File: src/rtl/sprite_pkg.sv
// Shared constants for the sprite overlay: palette, default screen size and
// the saturating position step used for per-frame movement.
package sprite_pkg;

  localparam int SCREEN_W_DEF = 800;
  localparam int SCREEN_H_DEF = 600;

  localparam logic [23:0] PALETTE [8] = '{
    24'hFF0000, 24'h00FF00, 24'h0000FF, 24'hFFFF00,
    24'hFF00FF, 24'h00FFFF, 24'hFFFFFF, 24'hFF8000
  };

  // Evaluated at 17 bits so neither direction can wrap.
  function automatic logic [15:0] sat_step(input logic [15:0] pos,
                                           input logic [15:0] step,
                                           input logic [15:0] max_v,
                                           input logic        inc);
    logic [16:0] sum;
    sum = {1'b0, pos} + {1'b0, step};
    if (inc)
      return (sum > {1'b0, max_v}) ? max_v : sum[15:0];
    else
      return ({1'b0, pos} < {1'b0, step}) ? '0 : pos - step;
  endfunction

endpackage

File: src/rtl/sprite_engine_if.sv
// Pixel, control and overlay-result bundle between the raster source and the
// sprite engine. Master drives raster/buttons, slave returns overlay data.
interface sprite_engine_if #(
  parameter int N_SPRITES = 4,
  parameter int SEL_W     = (N_SPRITES > 1) ? $clog2(N_SPRITES) : 1
);
  logic [15:0]             i_x;
  logic [15:0]             i_y;
  logic                    i_v_sync;
  logic [SEL_W-1:0]        i_sel;
  logic                    i_btn_x;
  logic                    i_btn_y;
  logic                    i_dir;
  logic [7:0]              o_red;
  logic [7:0]              o_green;
  logic [7:0]              o_blue;
  logic                    o_sprite_hit;
  logic [SEL_W-1:0]        o_sprite_id;
  logic [N_SPRITES*16-1:0] o_pos_x;
  logic [N_SPRITES*16-1:0] o_pos_y;

  modport master (
    output i_x, i_y, i_v_sync, i_sel, i_btn_x, i_btn_y, i_dir,
    input  o_red, o_green, o_blue, o_sprite_hit, o_sprite_id, o_pos_x, o_pos_y
  );

  modport slave (
    input  i_x, i_y, i_v_sync, i_sel, i_btn_x, i_btn_y, i_dir,
    output o_red, o_green, o_blue, o_sprite_hit, o_sprite_id, o_pos_x, o_pos_y
  );
endinterface

File: src/rtl/sprite_mask_rom.sv
// Combinational 1-bit shape lookup per (id, local y, local x); each sprite is
// a ring with a solid 1-pixel border and transparent interior.
module sprite_mask_rom #(
  parameter int N_SPRITES = 4,
  parameter int SPRITE_W  = 16,
  parameter int SPRITE_H  = 16,
  parameter int SEL_W     = (N_SPRITES > 1) ? $clog2(N_SPRITES) : 1,
  parameter int LXW       = (SPRITE_W > 1) ? $clog2(SPRITE_W) : 1,
  parameter int LYW       = (SPRITE_H > 1) ? $clog2(SPRITE_H) : 1
) (
  input  logic [SEL_W-1:0] id,
  input  logic [LXW-1:0]   lx,
  input  logic [LYW-1:0]   ly,
  output logic             mask
);
  localparam int IW = ($clog2(SPRITE_W*SPRITE_H) > 0) ? $clog2(SPRITE_W*SPRITE_H) : 1;

  function automatic logic [SPRITE_W*SPRITE_H-1:0] ring_mask();
    logic [SPRITE_W*SPRITE_H-1:0] m;
    m = '0;
    for (int unsigned y = 0; y < SPRITE_H; y++)
      for (int unsigned x = 0; x < SPRITE_W; x++)
        m[y*SPRITE_W + x] = (x == 0) || (x == SPRITE_W-1) || (y == 0) || (y == SPRITE_H-1);
    return m;
  endfunction

  localparam logic [SPRITE_W*SPRITE_H-1:0] RING = ring_mask();

  logic [IW-1:0] idx;

  always_comb begin
    idx  = IW'(32'(ly) * SPRITE_W + 32'(lx));
    mask = 1'b0;
    if (32'(id) < N_SPRITES && 32'(lx) < SPRITE_W && 32'(ly) < SPRITE_H)
      mask = RING[idx];
  end
endmodule

File: src/rtl/sprite_engine.sv
// N-sprite overlay with per-frame saturating movement and fixed-priority
// compositing; 2-clk pixel path. Define SPRITE_BITMAP_EN for ring-shaped masks.
module sprite_engine
  import sprite_pkg::*;
#(
  parameter int N_SPRITES = 4,
  parameter int SPRITE_W  = 16,
  parameter int SPRITE_H  = 16,
  parameter int SCREEN_W  = SCREEN_W_DEF,
  parameter int SCREEN_H  = SCREEN_H_DEF,
  parameter int STEP      = 1,
  parameter int SEL_W     = (N_SPRITES > 1) ? $clog2(N_SPRITES) : 1
) (
  input  logic           clk,
  input  logic           rst,
  sprite_engine_if.slave bus
);
  localparam logic [15:0] MAX_X  = 16'(SCREEN_W - SPRITE_W);
  localparam logic [15:0] MAX_Y  = 16'(SCREEN_H - SPRITE_H);
  localparam logic [15:0] STEP16 = 16'(STEP);

  logic        vs_d;
  logic        armed;
  logic        tick;
  logic [15:0] pos_x [N_SPRITES];
  logic [15:0] pos_y [N_SPRITES];

  // armed blocks a v_sync level still high when reset drops from counting as an edge.
  assign tick = bus.i_v_sync & ~vs_d & armed;

  always_ff @(posedge clk) begin
    if (rst) begin
      vs_d  <= 1'b0;
      armed <= 1'b0;
      for (int unsigned i = 0; i < N_SPRITES; i++) begin
        pos_x[i] <= 16'(i * 2 * SPRITE_W);
        pos_y[i] <= '0;
      end
    end else begin
      vs_d  <= bus.i_v_sync;
      armed <= armed | ~bus.i_v_sync;
      for (int unsigned i = 0; i < N_SPRITES; i++) begin
        if (tick && 32'(bus.i_sel) == i) begin
          if (bus.i_btn_x) pos_x[i] <= sat_step(pos_x[i], STEP16, MAX_X, bus.i_dir);
          if (bus.i_btn_y) pos_y[i] <= sat_step(pos_y[i], STEP16, MAX_Y, bus.i_dir);
        end
      end
    end
  end

  logic [N_SPRITES*16-1:0] pos_x_flat;
  logic [N_SPRITES*16-1:0] pos_y_flat;

  always_comb begin
    pos_x_flat = '0;
    pos_y_flat = '0;
    for (int unsigned i = 0; i < N_SPRITES; i++) begin
      pos_x_flat[16*i +: 16] = pos_x[i];
      pos_y_flat[16*i +: 16] = pos_y[i];
    end
  end

  assign bus.o_pos_x = pos_x_flat;
  assign bus.o_pos_y = pos_y_flat;

  // Stage 1: per-sprite rectangle hit (optionally masked by shape).
  logic [N_SPRITES-1:0] hit_c;
  logic [N_SPRITES-1:0] s1_hit;

  always_comb begin
    hit_c = '0;
    for (int unsigned i = 0; i < N_SPRITES; i++) begin
      hit_c[i] = ({1'b0, bus.i_x} >= {1'b0, pos_x[i]}) &&
                 ({1'b0, bus.i_x} <  ({1'b0, pos_x[i]} + 17'(SPRITE_W))) &&
                 ({1'b0, bus.i_y} >= {1'b0, pos_y[i]}) &&
                 ({1'b0, bus.i_y} <  ({1'b0, pos_y[i]} + 17'(SPRITE_H)));
    end
  end

`ifdef SPRITE_BITMAP_EN
  localparam int LXW = (SPRITE_W > 1) ? $clog2(SPRITE_W) : 1;
  localparam int LYW = (SPRITE_H > 1) ? $clog2(SPRITE_H) : 1;

  logic [LXW-1:0]       lx [N_SPRITES];
  logic [LYW-1:0]       ly [N_SPRITES];
  logic [N_SPRITES-1:0] mask_c;

  always_comb begin
    for (int unsigned i = 0; i < N_SPRITES; i++) begin
      lx[i] = LXW'(bus.i_x - pos_x[i]);
      ly[i] = LYW'(bus.i_y - pos_y[i]);
    end
  end

  for (genvar g = 0; g < N_SPRITES; g++) begin : g_rom
    sprite_mask_rom #(
      .N_SPRITES (N_SPRITES),
      .SPRITE_W  (SPRITE_W),
      .SPRITE_H  (SPRITE_H),
      .SEL_W     (SEL_W),
      .LXW       (LXW),
      .LYW       (LYW)
    ) u_rom (
      .id   (SEL_W'(g)),
      .lx   (lx[g]),
      .ly   (ly[g]),
      .mask (mask_c[g])
    );
  end

  always_ff @(posedge clk) begin
    if (rst) s1_hit <= '0;
    else     s1_hit <= hit_c & mask_c;
  end
`else
  always_ff @(posedge clk) begin
    if (rst) s1_hit <= '0;
    else     s1_hit <= hit_c;
  end
`endif

  // Stage 2: lowest hitting index wins.
  logic             win_any;
  logic [SEL_W-1:0] win_id;
  logic [2:0]       pal_idx;
  logic             hit_q;
  logic [SEL_W-1:0] id_q;
  logic [23:0]      rgb_q;

  always_comb begin
    win_any = 1'b0;
    win_id  = '0;
    pal_idx = '0;
    for (int unsigned i = 0; i < N_SPRITES; i++) begin
      if (!win_any && s1_hit[i]) begin
        win_any = 1'b1;
        win_id  = SEL_W'(i);
        pal_idx = 3'(i);
      end
    end
  end

  always_ff @(posedge clk) begin
    if (rst) begin
      hit_q <= 1'b0;
      id_q  <= '0;
      rgb_q <= '0;
    end else begin
      hit_q <= win_any;
      id_q  <= win_id;
      rgb_q <= win_any ? PALETTE[pal_idx] : '0;
    end
  end

  assign bus.o_sprite_hit = hit_q;
  assign bus.o_sprite_id  = id_q;
  assign bus.o_red        = rgb_q[23:16];
  assign bus.o_green      = rgb_q[15:8];
  assign bus.o_blue       = rgb_q[7:0];
endmodule

File: src/flat_wrapper.sv
// flat-port wrapper written by rule: the top's interface ports become plain ports
module sprite_engine_flat import sprite_pkg::*;
#(
  parameter int N_SPRITES = 4,
  parameter int SPRITE_W  = 16,
  parameter int SPRITE_H  = 16,
  parameter int SCREEN_W  = SCREEN_W_DEF,
  parameter int SCREEN_H  = SCREEN_H_DEF,
  parameter int STEP      = 1,
  parameter int SEL_W     = (N_SPRITES > 1) ? $clog2(N_SPRITES) : 1
)
  (clk, rst, bus_i_x, bus_i_y, bus_i_v_sync, bus_i_sel, bus_i_btn_x, bus_i_btn_y, bus_i_dir, bus_o_red, bus_o_green, bus_o_blue, bus_o_sprite_hit, bus_o_sprite_id, bus_o_pos_x, bus_o_pos_y);
  sprite_engine_if #(.N_SPRITES(N_SPRITES), .SEL_W(SEL_W)) bus_i ();
  input  logic clk;
  input  logic rst;
  input wire logic [$bits(bus_i.i_x)-1:0] bus_i_x;
  input wire logic [$bits(bus_i.i_y)-1:0] bus_i_y;
  input wire logic [$bits(bus_i.i_v_sync)-1:0] bus_i_v_sync;
  input wire logic [$bits(bus_i.i_sel)-1:0] bus_i_sel;
  input wire logic [$bits(bus_i.i_btn_x)-1:0] bus_i_btn_x;
  input wire logic [$bits(bus_i.i_btn_y)-1:0] bus_i_btn_y;
  input wire logic [$bits(bus_i.i_dir)-1:0] bus_i_dir;
  output wire logic [$bits(bus_i.o_red)-1:0] bus_o_red;
  output wire logic [$bits(bus_i.o_green)-1:0] bus_o_green;
  output wire logic [$bits(bus_i.o_blue)-1:0] bus_o_blue;
  output wire logic [$bits(bus_i.o_sprite_hit)-1:0] bus_o_sprite_hit;
  output wire logic [$bits(bus_i.o_sprite_id)-1:0] bus_o_sprite_id;
  output wire logic [$bits(bus_i.o_pos_x)-1:0] bus_o_pos_x;
  output wire logic [$bits(bus_i.o_pos_y)-1:0] bus_o_pos_y;
  assign bus_i.i_x = bus_i_x;
  assign bus_i.i_y = bus_i_y;
  assign bus_i.i_v_sync = bus_i_v_sync;
  assign bus_i.i_sel = bus_i_sel;
  assign bus_i.i_btn_x = bus_i_btn_x;
  assign bus_i.i_btn_y = bus_i_btn_y;
  assign bus_i.i_dir = bus_i_dir;
  assign bus_o_red = bus_i.o_red;
  assign bus_o_green = bus_i.o_green;
  assign bus_o_blue = bus_i.o_blue;
  assign bus_o_sprite_hit = bus_i.o_sprite_hit;
  assign bus_o_sprite_id = bus_i.o_sprite_id;
  assign bus_o_pos_x = bus_i.o_pos_x;
  assign bus_o_pos_y = bus_i.o_pos_y;
  sprite_engine #(.N_SPRITES(N_SPRITES), .SPRITE_W(SPRITE_W), .SPRITE_H(SPRITE_H), .SCREEN_W(SCREEN_W), .SCREEN_H(SCREEN_H), .STEP(STEP), .SEL_W(SEL_W)) u_core (.clk(clk), .rst(rst), .bus(bus_i));
endmodule
File: config.mk
export PLATFORM = sky130hd
export DESIGN_NAME = sprite_engine_flat
export DESIGN_NICKNAME = d
export VERILOG_FILES = /design/src/rtl/sprite_pkg.sv /design/src/rtl/sprite_engine_if.sv /design/src/rtl/sprite_mask_rom.sv /design/src/rtl/sprite_engine.sv /design/src/flat_wrapper.sv
export SDC_FILE = /design/constraint.sdc
export NUM_CORES = 1
export LEC_CHECK = 0
export BUFFER_PORTS_ARGS = -buffer_cell sky130_fd_sc_hd__clkbuf_2
export CORE_UTILIZATION = 30
export DETAILED_ROUTE_END_ITERATION = 10
export GPL_TIMING_DRIVEN = 1
export PLACE_DENSITY = 0.47
export SYNTH_ARGS = -nofsm -noshare
export SYNTH_HDL_FRONTEND = slang
export SYNTH_SLANG_ARGS = --single-unit
File: constraint.sdc
create_clock -name clk -period 3.1 [get_ports clk]
set_input_delay 0.62 -clock clk [delete_from_list [all_inputs] [get_ports clk]]
set_output_delay 0.62 -clock clk [all_outputs]
set_load 0.05 [all_outputs]
# After elaboration in Yosys (flattened, before gate mapping)
# Memory sizes are Yosys's and may differ from the RTL's. A register that Yosys moved wholly into a read port is not among the register bits.
# Index checks and enable logic that the tools add are counted.
# totals
input_bits,40
memories,3
rom_bits,192
ff_bits,9
ram_bits,128
elab_cells,200
# memory_table
memory,depth,width,read_ports,rd_clocked_by_memory_dff,wr,line,text
(no name shown),8,24,1,1,0,sprite_engine.sv:151,rgb_q <= win_any ? PALETTE[pal_idx] : '0;
u_core.pos_x,4,16,4,0,4,sprite_engine.sv:25,logic [15:0] pos_x [N_SPRITES];
u_core.pos_y,4,16,4,0,4,sprite_engine.sv:26,logic [15:0] pos_y [N_SPRITES];
# classes
n_reduce_logical,24
n_eq_ne,3
magnitude_cmp,32
add_sub_neg,24
bitwise,15
mux,94
# op_table
operator,n
two-way mux 16 bit,56
adder 16 x 1 -> 17 bit (second input constant),8
adder 16 x 5 -> 17 bit (second input constant),8
> comparator 17 x 10 -> 1 bit (second input constant),8
less-than comparator 16 x 17 -> 1 bit,8
>= comparator 16 bit,8
less-than comparator 16 x 1 -> 1 bit (second input constant),8
subtractor 16 x 1 -> 16 bit (second input constant),8
two-way mux 1 bit,34
logical AND 1 bit,19
OR 1 bit,9
two-way mux 2 bit,4
equality test 2 bit (second input constant),2
inverter 2 -> 4 bit,1
logical NOT 1 bit,3
inverter 1 bit,3
AND 1 bit,2
equality test 2 x 1 -> 1 bit (second input constant),1
logical NOT 2 bit,1
OR reduction 2 bit,1

# Longest topological paths before layout
# depth
depth_word,12
ltp_mapped,14

# Worst setup path before layout
# No wires, ideal clock.
# synth_timing
path_type,reg2reg
startpoint,memory u_core.pos_x[1][6]
endpoint,register u_core.s1_hit[1]
path_slack_ns,-0.258
required_ns,3.009
stages_incl_launch_ff,15
arrival_time_ns,3.267
path_cell_list,edfxtp_1 clkbuf_1 inv_1 nor3_1 nand3_1 nor4_1 xnor2_1 ha_1 a21o_1 a21o_1 a221oi_1 o21ai_0 a31oi_1 o21ai_0 a311oi_1
# synth_lines
item,line,text
"start, declared",sprite_engine.sv:25,
"end signal, assigned",sprite_engine.sv:118,else s1_hit <= hit_c;
"end, declared",sprite_engine.sv:68,logic [N_SPRITES-1:0] s1_hit;

==> out/summary.txt <==
Via-to-Cell Ratio -> 5.50
Area of the mapped netlist -> 18000 µm²
Worst skew pair latency -> 0.50 ns
Max-slew violations -> 0
Static leakage -> 8.80 nW
Number of violations of the max-capacitance limit -> 0
Overall die area -> 61000 µm²
Number of design-rule violations left by the first detailed-router iteration -> 1194
Slew HR -> 0.482
Kind of capture point of the worst setup path -> register
Worst-case clock skew -> 0.0113 ns
Multi-input gate area in the final layout -> 12800 µm²
Proportion of layout cells with a drive suffix above 1 -> 0.196
Final worst-path setup slack -> 0.140 ns
Number of H-tree levels -> 4
Layer with the highest usage -> met2
Cell family with the largest share of critical-path delay -> simple AND/OR/NAND/NOR gates
Final hold violation count -> 0
Global-route wire length before repair -> 102 mm
Total core area -> 59100 µm²
Mean instance size in the synthesized netlist -> 8.13 µm²
Cell Rows -> 89
Global routing usage on met1 -> 0.264
Net total in the final layout -> 2800
WP data required -> 3.43 ns
Maximum clock path buffer count -> 2
Longest individual stage delay on the worst path -> 0.44 ns
Start-to-end type of the worst setup path -> reg -> reg
Via count of the first global-routing pass -> 17796
Sequential Area -> 4080 µm²
Number of nets in the synthesized netlist -> 2515
Share of synthesized flip-flops with an asynchronous set or reset -> 0
Filler instances -> 6182
Post-route ant nets -> 0
Fin crit share -> 0.955
Post-Route Hold Slack -> 0.354 ns
CTS tree -> done
Routability cong. -> 0.899
Worst IR Drop VDD -> 0.511 mV
Largest driver fanout on the critical path -> 6
Buffers and inverters on the worst path -> 0
CTS root buf -> sky130_fd_sc_hd__clkbuf_16
Flip-flop and latch count after synthesis -> 140
Count of buffers from port buffering -> 194
Met3 track demand over resource -> 0.0417
Global Route Usage Sum -> 0.217
P&R area growth vs syn -> 20.8%
Setup Total Neg Slack -> 0 ns
Violated checks -> DRC
Signal arrival time at the worst endpoint -> 3.29 ns
Slew at the pin with the worst max-slew slack -> 0.770 ns
Final core utilization -> 0.368
Number of detailed-routing iterations run before antenna repair -> 8
Clk pin slew, worst setup/hold paths -> 0.07 ns
Die height -> 247 µm
Largest net degree at the start of global routing -> 62
Largest area contributor in the synthesized netlist -> sky130_fd_sc_hd__edfxtp_1
Antenna violations before repair -> 7
Tightest Hold Check Type -> in -> reg
Post-detailed-placement half-perimeter wirelength -> 52.8 mm
Library cell contributing the largest single delay on the critical path -> sky130_fd_sc_hd__or3_1
Run status -> finished with violations
Remaining Overflow, GRT -> 0
Number of enable-type register cells in the synthesized netlist -> 128
Number of synthesis warnings -> 0
Final setup fails -> 0
Commonest cells in the synthesized netlist -> 260 x sky130_fd_sc_hd__ha_1, 206 x sky130_fd_sc_hd__nor2_1, 184 x sky130_fd_sc_hd__xnor2_1
Avg WL per Cell -> 20.2 µm
Sequential-to-total area share from yosys stat -> 0.227
Final routed wirelength across all metal layers -> 66.3 mm
Initial standard-cell utilization of the core -> 0.305
Pwr Density -> 310 nW/µm²
Yosys top cell area share -> 0.213
Vias -> 18071
Number of top-level pins -> 195
Met2 Use GR -> 0.381
Shortest clock period the worst path allows after layout -> 2.96 ns
Synthesized netlist cell count -> 2215
Cell variety after synth -> 84
Number of buffers inserted during clock tree synthesis -> 17
Horizontal die dimension -> 247 µm
Fmax achieved -> 338 MHz
Drt drc -> 16
Top area cells in the synthesized netlist -> sky130_fd_sc_hd__edfxtp_1 21%, sky130_fd_sc_hd__ha_1 18%, sky130_fd_sc_hd__xnor2_1 8.9%, sky130_fd_sc_hd__nor2_1 4.3%, sky130_fd_sc_hd__inv_1 3.2%
Setup WS pre-CTS -> 0.0157 ns
CTS sink cnt -> 140
Most common flop cell mapped by yosys -> sky130_fd_sc_hd__edfxtp_1
Library cell with the highest instance count after synthesis -> sky130_fd_sc_hd__ha_1
Critical-path cell list -> ha_4, nand3_4, or3_1, or4_1, o32a_1, nor4b_4, and2_1, a221oi_1, nor3_1
Nature of the critical path startpoint -> register
Power consumption -> 0.00674 W
## cell families (layout without fill, tap and decap cells)
group	Yosys count	count (layout)	synth area share
fa+ha+maj	260	260	0.181
other cells	0	1	0
buf+inv	300	598	0.0699
xor+xnor	188	188	0.0914
flops	140	140	0.227
simple gates	793	793	0.226
compound gates	522	522	0.199
mux	12	12	0.00681
## cell usage in the layout, fill, tap and decap left out, types with 36 or more instances in the layout
cell / Yosys / layout
sky130_fd_sc_hd__xnor2_1: 184 / 184
sky130_fd_sc_hd__edfxtp_1: 128 / 128
sky130_fd_sc_hd__inv_1: 152 / 151
sky130_fd_sc_hd__clkbuf_2: 2 / 194
sky130_fd_sc_hd__o21ai_0: 100 / 97
sky130_fd_sc_hd__a21o_1: 48 / 48
sky130_fd_sc_hd__ha_1: 260 / 258
sky130_fd_sc_hd__nor2_1: 206 / 205
sky130_fd_sc_hd__nand2_1: 134 / 133
sky130_fd_sc_hd__buf_4: 24 / 210
sky130_fd_sc_hd__nand3_1: 93 / 89
sky130_fd_sc_hd__nand4_1: 59 / 59
sky130_fd_sc_hd__nor3_1: 87 / 83
sky130_fd_sc_hd__nor4_1: 41 / 36
sky130_fd_sc_hd__a21oi_1: 101 / 101
## state kept, by name, summed over array words and instances (netlist names)
register                 count
u_core.vs_d                  1
u_core.s1_hit                4
u_core.bus.o_sprite_id       2
u_core.pos_y                64
u_core.rgb_q                 3
u_core.bus.o_sprite_hit      1
u_core.pos_x                64
u_core.armed                 1
## power breakdown
group | leakage [nW] | switching, W | total, W | internal [W]
Clock | 0.325 | 0.000939 | 0.00243 | 0.00149
Combinational | 7.07 | 0.00132 | 0.00205 | 0.000728
Sequential | 1.41 | 0.000117 | 0.00226 | 0.00215
Total | 8.80 | 0.00237 | 0.00674 | 0.00436
## layer usage
metal  wire, µm  share of wire
met2      32700           0.49
met4       1610          0.024
met3       3660          0.055
met1      28200           0.43
met5         63        0.00095
## through the flow
step | instances | area, µm²
after floorplan | 2215 | 18100
after global placement | 3248 | 20900
after detailed placement | 3248 | 20900
after CTS | 3280 | 21600
after global routing | 3287 | 21800
final | 3287 | 21800
## final cells by class
class	count	share of cell area
repair buffers	407	0.119
well taps	773	0.0444
diodes	1	0.000115
inverters	159	0.0276
clock inverters	10	0.00857
clock buffers	22	0.0218
multi-input cells	1775	0.590
flip-flops and latches	140	0.188
## timing repair
action | CTS | global route
pin swaps | 0 | 4
endpoints found under the setup margin | 1 | 16
hold buffers | 0 | 0
resized for setup | 1 | 25
buffers inserted | 0 | 6
## path summary, 6_finish.rpt
| check | from | to | slack (ns) | cells past startpoint |
|---|---|---|---|---|
| worst max-delay path | u_core.pos_y[0][52]$_SDFFCE_PN0P_ | u_core.pos_y[0][53]$_SDFFCE_PN0P_ | 0.14 | 9 |
| worst min-delay path | bus_i_v_sync | u_core.armed$_SDFF_PP0_ | 0.35 | 2 |
| worst max register to register | u_core.pos_y[0][52]$_SDFFCE_PN0P_ | u_core.pos_y[0][53]$_SDFFCE_PN0P_ | 0.14 | 9 |
| worst min register to register | u_core.armed$_SDFF_PP0_ | u_core.armed$_SDFF_PP0_ | 0.48 | 2 |
Power figures use the tool's default switching activity.
